[config.mk]
export PLATFORM = sky130hd
export DESIGN_NAME = tl_tx_fc_gate
export DESIGN_NICKNAME = d
export VERILOG_FILES = /design/src/rtl/tl_tx_fc_gate.sv
export SDC_FILE = /design/constraint.sdc
export NUM_CORES = 1
export LEC_CHECK = 0
export ABC_AREA = 1
export CAP_MARGIN = 20
export CORE_MARGIN = 2
export CORE_UTILIZATION = 35
export DETAILED_ROUTE_END_ITERATION = 6
export PLACE_DENSITY = 0.56
export SLEW_MARGIN = 20
export SYNTH_ARGS = -nofsm -noshare
export SYNTH_HDL_FRONTEND = slang
export SYNTH_SLANG_ARGS = --single-unit
[constraint.sdc]
create_clock -name sclk -period 14.8 [get_ports sclk]
set_input_delay 4.44 -clock sclk [delete_from_list [all_inputs] [get_ports sclk]]
set_output_delay 4.44 -clock sclk [all_outputs]
set_load 0.05 [all_outputs]
[src/rtl/tl_tx_fc_gate.sv]
// tl_tx_fc_gate: credit and retry-space gate between the TL TX arbiter and DLL TX.
module tl_tx_fc_gate #(
  parameter int PIPE_DATA_WIDTH = 256,
  parameter int CREDIT_DEPTH    = 12,
  parameter int RETRY_DEPTH_LG2 = 8
) (
  input  logic                       sclk,
  input  logic                       srst,
  input  logic                       tlp_valid_i,
  output logic                       tlp_ready_o,
  input  logic [PIPE_DATA_WIDTH-1:0] tlp_data_i,
  input  logic [1:0]                 tlp_type_i,
  input  logic [3:0]                 tlp_dw_i,
  input  logic [3:0]                 tlp_pld_dw_i,
  input  logic [CREDIT_DEPTH-1:0]    ep_cl_p_h_i,
  input  logic [CREDIT_DEPTH-1:0]    ep_cl_p_d_i,
  input  logic [CREDIT_DEPTH-1:0]    ep_cl_np_h_i,
  input  logic [CREDIT_DEPTH-1:0]    ep_cl_cpl_h_i,
  input  logic [CREDIT_DEPTH-1:0]    ep_cl_cpl_d_i,
  input  logic                       ep_cl_en_i,
  input  logic [RETRY_DEPTH_LG2-1:0] retry_buffer_leftover_cnt_i,
  output logic [PIPE_DATA_WIDTH-1:0] tl2dll_data_o,
  output logic [2:0]                 tl2dll_en_o,
  output logic                       fc_init_done_o,
  output logic                       stall_credit_o
);
  typedef enum logic {FC_WAIT, RUN} state_t;
  // Credit field slots: 0 P_H, 1 P_D, 2 NP_H, 3 CPL_H, 4 CPL_D.
  state_t                      state, state_nxt;
  logic [CREDIT_DEPTH-1:0]     cl [5];
  logic [CREDIT_DEPTH-1:0]     cc [5];
  logic [CREDIT_DEPTH-1:0]     lim_in [5];
  logic [4:0]                  inf;
  logic                        hold_full, run, accept, issue, h_ok, d_ok, retry_ok;
  logic [PIPE_DATA_WIDTH-1:0]  hold_data;
  logic [1:0]                  hold_type;
  logic [3:0]                  hold_dw, hold_pld;
  logic [4:0]                  pld_sum;
  logic [CREDIT_DEPTH-1:0]     need_d;
  logic [2:0]                  h_idx, d_idx;

  function automatic logic passes(input logic [CREDIT_DEPTH-1:0] lim, input logic [CREDIT_DEPTH-1:0] used,
                                  input logic [CREDIT_DEPTH-1:0] need, input logic is_inf);
    logic [CREDIT_DEPTH-1:0] diff;
    diff = lim - (used + need);
    return is_inf || !diff[CREDIT_DEPTH-1];
  endfunction

  assign lim_in = '{ep_cl_p_h_i, ep_cl_p_d_i, ep_cl_np_h_i, ep_cl_cpl_h_i, ep_cl_cpl_d_i};

  always_ff @(posedge sclk)
    state <= srst ? FC_WAIT : state_nxt;

  always_comb
    state_nxt = (state == FC_WAIT && ep_cl_en_i) ? RUN : state;

  always_comb begin
    run            = state == RUN;
    tlp_ready_o    = run && !hold_full;
    fc_init_done_o = run;
    stall_credit_o = hold_full && !issue;
  end

  always_comb begin
    h_idx    = hold_type == 2'd0 ? 3'd0 : hold_type == 2'd1 ? 3'd2 : 3'd3;
    d_idx    = hold_type == 2'd0 ? 3'd1 : 3'd4;
    pld_sum  = {1'b0, hold_pld} + 5'd3;
    need_d   = CREDIT_DEPTH'(pld_sum[4:2]);
    h_ok     = passes(cl[h_idx], cc[h_idx], CREDIT_DEPTH'(1), inf[h_idx]);
    d_ok     = hold_type == 2'd1 || passes(cl[d_idx], cc[d_idx], need_d, inf[d_idx]);
    retry_ok = retry_buffer_leftover_cnt_i >= RETRY_DEPTH_LG2'(hold_dw);
    issue    = hold_full && h_ok && d_ok && retry_ok;
    accept   = tlp_valid_i && tlp_ready_o;
  end

  always_ff @(posedge sclk) begin
    if (srst) begin
      for (int i = 0; i < 5; i++) begin
        cl[i] <= '0;
        cc[i] <= '0;
      end
      inf           <= '0;
      hold_full     <= 1'b0;
      hold_data     <= '0;
      hold_type     <= '0;
      hold_dw       <= '0;
      hold_pld      <= '0;
      tl2dll_data_o <= '0;
      tl2dll_en_o   <= '0;
    end else begin
      // The first limit set defines which fields are infinite for the whole link-up.
      if (ep_cl_en_i)
        for (int i = 0; i < 5; i++) begin
          if (!run || !inf[i]) cl[i] <= lim_in[i];
          if (!run) inf[i] <= lim_in[i] == '0;
        end
      tl2dll_en_o <= issue ? 3'(3'd1 << hold_type) : 3'd0;
      if (issue) begin
        tl2dll_data_o <= hold_data;
        cc[h_idx]     <= cc[h_idx] + CREDIT_DEPTH'(1);
        if (hold_type != 2'd1) cc[d_idx] <= cc[d_idx] + need_d;
        hold_full     <= 1'b0;
      end
      if (accept) begin
        hold_full <= tlp_type_i != 2'd3;
        hold_data <= tlp_data_i;
        hold_type <= tlp_type_i;
        hold_dw   <= tlp_dw_i;
        hold_pld  <= tlp_pld_dw_i;
      end
    end
  end
endmodule

* Word level (Yosys, flattened, before mapping)
Memories as Yosys holds them, arrays and structs flattened. Index checks and enable logic that the tools add are counted.
Cells by class: add/subtract/negate cells 5, order comparisons 3, eq/ne operators 3, shift operators 1, multiplexer cells 49, bitwise operators 7, reduce and logical (&&, ||, !) cells 36
Operators by type and width (count):
- 12-bit two-way mux | 7
- 12-bit zero test | 5
- 1-bit two-way mux | 36
- 12-bit OR reduction | 2
- 12-bit subtractor | 2
- 12-bit by 1-bit adder with 12-bit output (second input constant) | 1
- 12-bit by 3-bit adder with 12-bit output | 1
- 1-bit zero test | 10
- 3-bit two-way mux | 3
- 8-bit by 4-bit greater-or-equal comparator with 1-bit output | 1
- 1-bit logical OR | 8
- 1-bit logical AND | 7
- 1-bit binary-select mux with 3-bit select | 2
- 4-bit by 2-bit adder with 5-bit output (second input constant) | 1
- 1-bit OR | 5
- 2-bit by 4-bit less-than comparator with 1-bit output (second input constant) | 1
- 3-bit by 4-bit less-than comparator with 1-bit output (second input constant) | 1
- 1-bit by 2-bit << shifter with 3-bit output (first input constant) | 1
- 2-bit by 1-bit == test with 1-bit output (second input constant) | 1
- 2-bit zero test | 1
- 2-bit two-way mux | 1
- 2-bit by 1-bit inequality test with 1-bit output (second input constant) | 1
- 2-bit inequality test (second input constant) | 1
- 1-bit NOT | 2
- other kinds (3) | 3
Storage, ports and cells: flip-flop bits (word level) 532, bits in writable memories 120, input port bits 338, memories 2
Memory list:
- cc | depth 5, width 12, read ports 2, clocked after Yosys merged registers in 0, write ports 5, line 31 | logic [CREDIT_DEPTH-1:0] cc [5];
- cl | depth 5, width 12, read ports 2, clocked after Yosys merged registers in 0, write ports 5, line 30 | logic [CREDIT_DEPTH-1:0] cl [5];

* Logic depth before layout (Yosys ltp)
Gate-level depths: netlist of run 1. An unclocked memory read counts as a cell.
word-level depth 16, depth in mapped cells 31, depth with buffers taken out 26

* Least setup slack after synthesis of run 1
No wires, ideal clock.
path type in2out, from input port retry_buffer_leftover_cnt_i[0], to output port stall_credit_o, arrival time 6156 ps, required time 10360 ps, setup slack 4204 ps, stages on the path 16, buffers on the path 2, cells stage by stage inv_1 ha_1 inv_1 a21boi_0 o21a_1 o21ai_0 nand2_1 o21ai_0 inv_1 nand2_1 inv_2 buf_6 buf_2 nand2_1 nand2_1 inv_1
Between the ends: cells in the longest elaborated chain, start to end 4
RTL lines:
- from (decl) | line 21 | input logic [RETRY_DEPTH_LG2-1:0] retry_buffer_leftover_cnt_i,
- 8-bit by 4-bit greater-or-equal comparator with 1-bit output | line 71 | retry_ok = retry_buffer_leftover_cnt_i >= RETRY_DEPTH_LG2'(hold_dw);
- 1-bit logical AND | line 72 | issue = hold_full && h_ok && d_ok && retry_ok;
- 1-bit zero test | line 61 | stall_credit_o = hold_full && !issue;
- 1-bit logical AND | line 61
- to (decl) | line 25 | output logic stall_credit_o
Every way passes these cells.

* Final worst setup path of run 1
Same ends and word-level chain as after synthesis.

==> results of run 1 <==
[per-layer routing]
layer,share of wire,GRT usage,routed length (um)
met5,0.0019,0,157
met3,0.076,0.05963,6137
met4,0.031,0.08446,2487
met2,0.46,0.3183,37460
met1,0.43,0.2476,34870
[final timing paths]
| check | startpoint | endpoint | slack, ns | cells after the start |
|---|---|---|---|---|
| setup / recovery | retry_buffer_leftover_cnt_i[0] | stall_credit_o | 3.03 | 16 |
| setup reg to reg | hold_type[1] | tl2dll_data_o[211] | 6.84 | 28 |
| hold reg to reg | hold_data[210] | hold_data[210] | 0.45 | 2 |
| hold / removal | hold_data[210] | hold_data[210] | 0.45 | 2 |
[cell families after synthesis]
group	count (synthesis)
and+or+nand+nor	1188
AOI/OAI and AO/OA	834
DFF	652
buffers and inverters	639
adders and majority gates	29
xor gates and xnor gates	19
[Yosys cell counts, drive strengths merged]
| master | n |
|---|---|
| a21oi | 542 |
| dfxtp | 532 |
| nand2 | 490 |
| inv | 385 |
| nor2 | 363 |
| nand3 | 293 |
| o21ai | 275 |
| clkbuf | 133 |
| buf | 121 |
| edfxtp | 120 |
| ha | 28 |
| nor4 | 16 |
| nand4 | 14 |
| xor2 | 14 |
| o22ai | 12 |
| or2 | 7 |
| xnor2 | 5 |
| nand3b | 2 |
| nor3 | 2 |
| a21boi | 1 |
| a31oi | 1 |
| fa | 1 |
| nor2b | 1 |
| o21a | 1 |
| o22a | 1 |
| o31ai | 1 |
[power groups by stage]
stage	registers [mW]	clock network, mW	logic (mW)
global placement	2.00	0	1.00
finish	1.97	1.83	1.00
CTS	1.97	1.88	1.01
floorplan	2.16	0	0.536
global route	1.98	1.95	1.10
detailed placement	2.01	0	1.00
[through the flow]
step | area (um^2) | setup slack (ns) | std cells
2_1_floorplan | 26580 | 4.204 | 3361
3_3_place_gp | 32850 | 2.834 | 4704
3_5_place_dp | 32850 | 2.898 | 4704
4_1_cts | 35280 | 2.889 | 4834
5_1_grt | 35320 | 2.627 | 4847
6_report | 35320 | 3.030 | 4849
[sequential cells by signal, indices dropped and copies added (netlist names)]
register,count
cc,60
cl,60
fc_init_done_o,1
hold_data,256
hold_dw,4
hold_full,1
hold_pld,4
hold_type,2
inf,5
tl2dll_data_o,256
tl2dll_en_o,3
[cell type report]
cell class,count,area [um^2]
Clock buffer,114,2208
Multi-Input combinational cell,2070,9732
Timing Repair Buffer,619,6187
Clock inverter,16,219.0
Antenna cell,15,37.54
Sequential cell,652,14250
Tap cell,978,1224
Inverter,385,1460
Fill cell,7687,40250
[worst register-to-register path: cells and delay by family (launching register included)]
family                   cells  cell delay (ns)
AND/OR/NAND/NOR             14             1.73
flip-flops                   1             0.51
adder cells (fa/ha/maj)      3             0.91
AO/OA/AOI/OAI                4             0.56
XOR/XNOR                     1             0.27
buffers and inverters        6             3.89
==> flow_summary_export.csv, run 1 <==
group,metric,value,unit
run_status,status,"complete, but fails checks",
run_status,violations,"DRC",
die,fp.dieH,279.6,um
power,p_seq_frac,0.411,
final_layout,area_delta_synth_final,32.91,%
synth,synth_top_area_share,0.4008,
clock_network,clk_pin_slew,0.05,ns
placement,dpl.hpwl,53520,um
timing,period_share,0.7953,
timing,skew,0.03939,ns
synth,yosys.area.top_type,"dfxtp_1",
setup_path,worstSetupPathType,"primary input to output port",
clock_network,tritoncts,"done",
drt,drt_first_pass_iters,7,
timing,holdWs,0.4501,ns
power,p_int,3.299,mW
clock_network,numCtsBuffers,74,
synth,syn_nets,3728,
final_layout,final_cell_mix,"clkdlybuf4s50_1, a21oi_1, dfxtp_1, nand2_1, inv_1",
timing,fmax,84.96,MHz
synth,synthAdderAreaFrac,0.01394,
drt,wire_per_inst,16.73,um
synth,synth-simple-area-share,0.1871,
worst_hold_path,hp-class,"flop to flop",
setup_path,worstSetupStartpointType,"primary input",
clock_network,clock-sinks,652,
run,drv_cap,0,
global_route,grt_pass1_wl,122500,um
die,floorplan.die_area,0.07815,mm^2
die,rows,101,
final_layout,mostFrequentLayoutCell,"clkdlybuf4s50_1",
synth,synth-compound-area-share,0.1581,
power,p_leak,13.80,nW
clock_network,clkLatencyLatePin,0.62,ns
power,p_clk_frac,0.381,
timing,rsz0062_at_grt,"no",
power,pwr-share-comb,0.209,
setup_path,path_delay_family,"buffers and inverters",
global_route,grt-ovfl-total,0,
die,die_width,279.6,um
die,start_util,0.3517,
drt,routed_wl,81110,um
setup_path,path_max_fanout,147,
synth,yosysWarnings,0,
power,power_density,135.8,mW/mm^2
synth,postSynthCellCount,3361,
setup_path,critPathMaxStageDelay,0.69,ns
power,p_total,4.795,mW
final_layout,nets,4169,
timing,worst_pin_slew,1.113,ns
timing,relSlewSlack,0.2579,
timing,hold_violations,0,
synth,synth_top_family_by_area,"simple AND/OR/NAND/NOR gates",
drt,drt-initial-drc-count,1390,
clock_network,post_cts_buffers,0,
synth,synth-xor-area-share,0.006262,
synth,yosysUniqueCellTypes,32,
setup_path,worstPathRequired,10.36,ns
timing,setup_violations,0,
final_layout,fin_util,0.4674,
clock_network,cts-htree-levels,3,
global_route,grt_max_degree,253,
global_route,grt_pass1_vias,21310,
die,io_pins,600,
synth,yosysSeqAreaShare,0.5363,
drt,vias_per_cell,4.776,
die,design.core.area,0.07557,mm^2
setup_path,crit_slowest_cell,"clkdlybuf4s50_1",
power,power.switching,1.496,mW
timing,final.setup.tns,0,ns
placement,gp_congestion,0.8106,
timing,slew_violations,0,
synth,syn_avg_cell_area,7.907,um^2
synth,synthMuxAreaShare,0,
drt,drc,2,
clock_network,post_cts_resized,0,
synth,syn_area,0.02658,mm^2
clock_network,clock_path_buffers,3,
final_layout,layout-drive-gt1-share,0.03864,
setup_path,worst-path-buf-inv,7,
power,max-vdd-ir-drop,0.0001293,V
global_route,grt_usage,0.1985,
drt,vias,23160,
setup_path,path_cells,"clkdlybuf4s50_1 -> inv_1 -> ha_1 -> inv_1 -> a21boi_0 -> o21a_1 -> o21ai_0 -> nand2_1 -> o21ai_0 -> inv_1 -> nand2_1 -> inv_8 -> nand2_1 -> nand2_1 -> inv_1 -> clkdlybuf4s50_1",
synth,yosys-top-cells-area,"dfxtp_1, edfxtp_1, a21oi_1",
clock_network,postCtsHoldBufs,0,
placement,port_buffers,599,
setup_path,worstSetupEndpointType,"output port",
synth,synth_seq_cells,652,
global_route,antenna_found_initial,27,
clock_network,root_buffer,"clkbuf_16",
drt,postRouteAntennaNets,0,
timing,layout_min_cycle_time,11.77,ns
setup_path,cp.arrival,7.33,ns
power,switching_share,0.3120,
Note: power is estimated with default switching activity, not from simulation.
==> run 2: changes to the inputs <==
Clock period 14.8 ns to 12.2 ns, I/O delays scaled along.
==> flow_summary_export.csv, run 2 (synthesis gave the netlist of run 1 again) <==
group,metric,value,unit
clock_network,cts-htree-levels,3,
final_layout,layout-drive-gt1-share,0.04037,
clock_network,clkLatencyLatePin,0.62,ns
placement,gp_congestion,0.8204,
global_route,antenna_found_initial,27,
die,fp.dieH,279.6,um
timing,holdWs,0.4503,ns
clock_network,clk_pin_slew,0.06,ns
placement,dpl.hpwl,53780,um
clock_network,root_buffer,"clkbuf_16",
final_layout,fin_util,0.4684,
drt,wire_per_inst,16.61,um
placement,place_worst_setup_slack,1.788,ns
die,design.core.area,0.07557,mm^2
power,p_leak,13.83,nW
clock_network,clock_path_buffers,3,
power,p_total,5.855,mW
drt,vias,23110,
die,io_pins,600,
clock_network,post_cts_resized,0,
timing,timing.final.ws_setup,1.877,ns
timing,rsz0062_at_grt,"no",
drt,drc,0,
timing,relSlewSlack,0.2861,
final_layout,nets,4172,
drt,vias_per_cell,4.757,
clock_network,post_cts_buffers,0,
die,floorplan.die_area,0.07815,mm^2
drt,routed_wl,80690,um
clock_network,tritoncts,"done",
final_layout,stdcell_area,0.03540,mm^2
setup_path,worstSetupStartpointType,"primary input",
clock_network,clock-sinks,652,
global_route,grt-ovfl-total,0,
global_route,grt_usage,0.1993,
drt,drt-initial-drc-count,1365,
global_route,grt_pass1_wl,123000,um
power,power_density,165.4,mW/mm^2
timing,skew,0.03107,ns
timing,layout_min_cycle_time,10.32,ns
setup_path,r2r_start,"hold_type[1]",
power,max-vdd-ir-drop,0.0001093,V
worst_hold_path,min-delay-start,"hold_data[206]",
setup_path,cp.arrival,6.66,ns
setup_path,path_max_fanout,143,
setup_path,worstSetupEndpointType,"output port",
timing,fmax,96.87,MHz
placement,port_buffers,599,
placement,dpl_cell_area,0.03285,mm^2
timing,hold_violations,0,
setup_path,startpoint,"retry_buffer_leftover_cnt_i[0]",
clock_network,numCtsBuffers,76,
timing,period_share,0.8462,
final_layout,area_delta_synth_final,33.19,%
worst_hold_path,hp-class,"flop to flop",
drt,postRouteAntennaNets,0,
placement,placed_cells,4705,
setup_path,worstPathRequired,8.54,ns
timing,slew_violations,0,
drt,drt_first_pass_iters,5,
timing,setup_violations,0,
global_route,grt_pass1_vias,21340,
timing,final.setup.tns,0,ns
die,die_width,279.6,um
final_layout,fin_cells,4857,
clock_network,postCtsHoldBufs,0,
die,rows,101,
die,start_util,0.3517,
setup_path,worstSetupPathType,"primary input to output port",
final_layout,reg_top3,"hold_data: 256 flops, tl2dll_data_o: 256 flops",
run_status,status,"finished clean",
final_layout,mostFrequentLayoutCell,"clkdlybuf4s50_1",
global_route,grt_max_degree,249,
final_layout,final_cell_mix,"clkdlybuf4s50_1, a21oi_1, dfxtp_1, nand2_1, inv_1",
run,drv_cap,0,
timing,worst_pin_slew,1.071,ns
## run 2: changes by cell type in the layout (fill, tap and decap cells not counted), moves of 2 or more
cell | before | now
buf_4 | 16 | 19
clkinv_2 | 7 | 9
clkbuf_16 | 76 | 80
clkinvlp_4 | 0 | 2
## run 2: critical path, stage by stage
cell and delay [ns]:
clkdlybuf4s50_1 0.46, inv_1 0.04, ha_1 0.27, inv_1 0.05, a21boi_0 0.06, o21a_1 0.16
o21ai_0 0.15, nand2_1 0.07, o21ai_0 0.20, inv_1 0.08, nand2_1 0.17, inv_8 0.14
nand2_1 0.15, nand2_1 0.10, inv_1 0.06, clkdlybuf4s50_1 0.82
## run 2: final cells by class
cell class                 count  area (um^2)
multi-input combinational   2070         9732
clock inverter                21        222.7
timing repair buffer         620         6178
clock buffer                 116         2287
inverter                     385         1460
sequential                   652        14250
tap                          978         1224
antenna                       15        37.54
fill                        7588        40170
## run 2: final timing paths
| kind | slack (ns) | cells past startpoint | to |
|---|---|---|---|
| worst max-delay path | 1.88 | 16 | stall_credit_o |
| worst min-delay path | 0.45 | 2 | hold_data[206] |
| worst max register to register | 4.28 | 29 | tl2dll_data_o[143] |
| worst min register to register | 0.45 | 2 | hold_data[206] |
## run 2: report_power, final
part,switching [mW],leakage (nW),internal (mW)
Sequential,0.0514,5.58,2.34
Combinational,0.843,7.02,0.365
Clock,0.934,1.22,1.32
## run 2: metal layers
metal / up-vias / wire length, um / share of wire / track usage
li1: 11860 / - / - / -
met1: 10510 / 35170 / 0.44 / 0.2529
met2: 565 / 36400 / 0.45 / 0.3128
met3: 153 / 5989 / 0.074 / 0.05863
met4: 20 / 2988 / 0.037 / 0.09036
met5: - / 138 / 0.0017 / 0
==> run 3: changes to the inputs <==
Clock period 12.2 ns to 9.61 ns, I/O delays scaled along.
==> flow_summary_export.csv, run 3 (synthesis gave the netlist of run 1 again) <==
group,metric,value,unit
final_layout,nets,4170,
timing,skew,0.02084,ns
setup_path,critPathMaxStageDelay,0.45,ns
setup_path,worst-path-buf-inv,7,
die,rows,101,
drt,routed_wl,80880,um
setup_path,crit_slowest_cell,"clkdlybuf4s50_1",
drt,postRouteAntennaNets,0,
clock_network,clk_pin_slew,0.06,ns
global_route,grt_max_degree,247,
timing,layout_min_cycle_time,8.115,ns
final_layout,n_fill_cell,7561,
drt,vias_per_cell,4.749,
setup_path,path_delay_family,"buffers and inverters",
clock_network,postCtsHoldBufs,0,
power,pwr-share-comb,0.209,
timing,relSlewSlack,0.1982,
placement,dpl.hpwl,53250,um
clock_network,tritoncts,"done",
timing,fmax,123.2,MHz
timing,rsz0062_at_grt,"no",
timing,period_share,0.8444,
setup_path,crit_path_end,"stall_credit_o",
placement,port_buffers,599,
power,p_clk_frac,0.380,
setup_path,worstSetupPathType,"primary input to output port",
setup_path,worst-path-stages,16,
power,p_seq_frac,0.411,
timing,slew_violations,0,
die,design.core.area,0.07557,mm^2
run_status,status,"finished clean",
timing,worst_pin_slew,1.203,ns
clock_network,numCtsBuffers,76,
final_layout,area_delta_synth_final,32.87,%
setup_path,worstSetupEndpointType,"output port",
final_layout,final_cell_mix,"clkdlybuf4s50_1, a21oi_1, dfxtp_1, nand2_1, inv_1",
drt,wire_per_inst,16.69,um
placement,gp_congestion,0.7990,
die,io_pins,600,
setup_path,startpoint,"retry_buffer_leftover_cnt_i[0]",
setup_path,worstPathRequired,6.73,ns
final_layout,mostFrequentLayoutCell,"clkdlybuf4s50_1",
setup_path,reg2reg_to,"tl2dll_data_o[168]",
timing,final.setup.tns,0,ns
power,max-vdd-ir-drop,0.0002369,V
global_route,antenna_found_initial,22,
setup_path,r2r_start,"hold_type[1]",
clock_network,cts-htree-levels,3,
final_layout,fin_util,0.4673,
setup_path,cp.arrival,5.23,ns
global_route,grt_pass1_wl,121900,um
power,power.switching,2.293,mW
drt,vias,23020,
clock_network,clkLatencyLatePin,0.61,ns
drt,drt-initial-drc-count,1430,
drt,drt_first_pass_iters,5,
drt,drc,0,
setup_path,path_max_fanout,57,
global_route,grt-ovfl-total,0,
power,power_density,208.9,mW/mm^2
timing,hold_violations,0,
die,floorplan.die_area,0.07815,mm^2
clock_network,root_buffer,"clkbuf_16",
global_route,grt_pass1_vias,21340,
die,fp.dieH,279.6,um
clock_network,clock_path_buffers,3,
die,start_util,0.3517,
setup_path,ff2ff_path_depth,29,
power,p_int,5.086,mW
worst_hold_path,hold_path_depth,2,
timing,setup_violations,0,
setup_path,path_cells,"clkdlybuf4s50_1 -> inv_1 -> ha_1 -> inv_1 -> a21boi_0 -> o21a_1 -> o21ai_0 -> nand2_1 -> o21ai_0 -> inv_1 -> nand2_1 -> inv_8 -> nand2_1 -> nand2_1 -> inv_1 -> buf_4",
setup_path,reg2reg_slack,2.38,ns
worst_hold_path,hp-class,"flop to flop",
setup_path,worstSetupStartpointType,"primary input",
clock_network,post_cts_buffers,0,
final_layout,layout-drive-gt1-share,0.03990,
power,switching_share,0.3107,
run,drv_cap,0,
final_layout,reg_top3,"hold_data: 256 flops, tl2dll_data_o: 256 flops",
power,p_leak,13.82,nW
global_route,grt_usage,0.1975,
clock_network,clock-sinks,652,
die,die_width,279.6,um
clock_network,post_cts_resized,0,
==> run 3: routing by layer <==
layer,vias to the layer above,GRT usage,wire length [um]
met5,-,0,159
met4,24,0.08227,2626
met3,157,0.06397,6394
met2,570,0.3165,37090
met1,10430,0.2442,34610
li1,11840,-,-
==> run 3: final cells by class <==
cell class	count	area (um^2)	area share
Tap cell	978	1224	0.03465
Sequential cell	652	14250	0.4037
Timing Repair Buffer	618	6211	0.1759
Inverter	385	1460	0.04135
Multi-Input combinational cell	2070	9732	0.2756
Antenna cell	9	22.52	0.0006378
Clock buffer	113	2208	0.06254
Clock inverter	22	200.2	0.005669
==> run 3: worst min-delay path, stage by stage, from the launching register on <==
cell	delay (ns)
dfxtp_1	0.30
inv_1	0.06
a21oi_1	0.05
==> run 3: worst min path at each step <==
stage | to | start
2_1_floorplan | hold_data[100] | hold_data[100]
5_1_grt | hold_data[74] | hold_data[74]
3_5_place_dp | hold_data[115] | hold_data[115]
6_report | hold_data[237] | hold_data[237]
3_3_place_gp | hold_data[83] | hold_data[83]
4_1_cts | hold_data[115] | hold_data[115]
==> run 3: power groups by stage <==
| stage | clock, mW | sequential [mW] | combinational, mW |
|---|---|---|---|
| after floorplan | 0 | 3.33 | 0.826 |
| after global routing | 3.00 | 3.05 | 1.69 |
| after global placement | 0 | 3.09 | 1.54 |
| after detailed placement | 0 | 3.09 | 1.54 |
| after CTS | 2.90 | 3.03 | 1.55 |
| final | 2.81 | 3.03 | 1.54 |
==> run 3: stage by stage <==
stage | power (mW) | cell area, um^2 | hold WS (ns) | setup slack (ns) | std cells
5_1_grt | 7.738 | 35310 | 0.4629 | 0.9617 | 4846
4_1_cts | 7.480 | 35290 | 0.4533 | 1.446 | 4838
2_1_floorplan | 4.153 | 26580 | 0.4300 | 2.128 | 3361
3_3_place_gp | 4.629 | 32880 | 0.4398 | 1.433 | 4703
3_5_place_dp | 4.635 | 32880 | 0.4442 | 1.480 | 4703
6_report | 7.378 | 35310 | 0.4505 | 1.495 | 4847
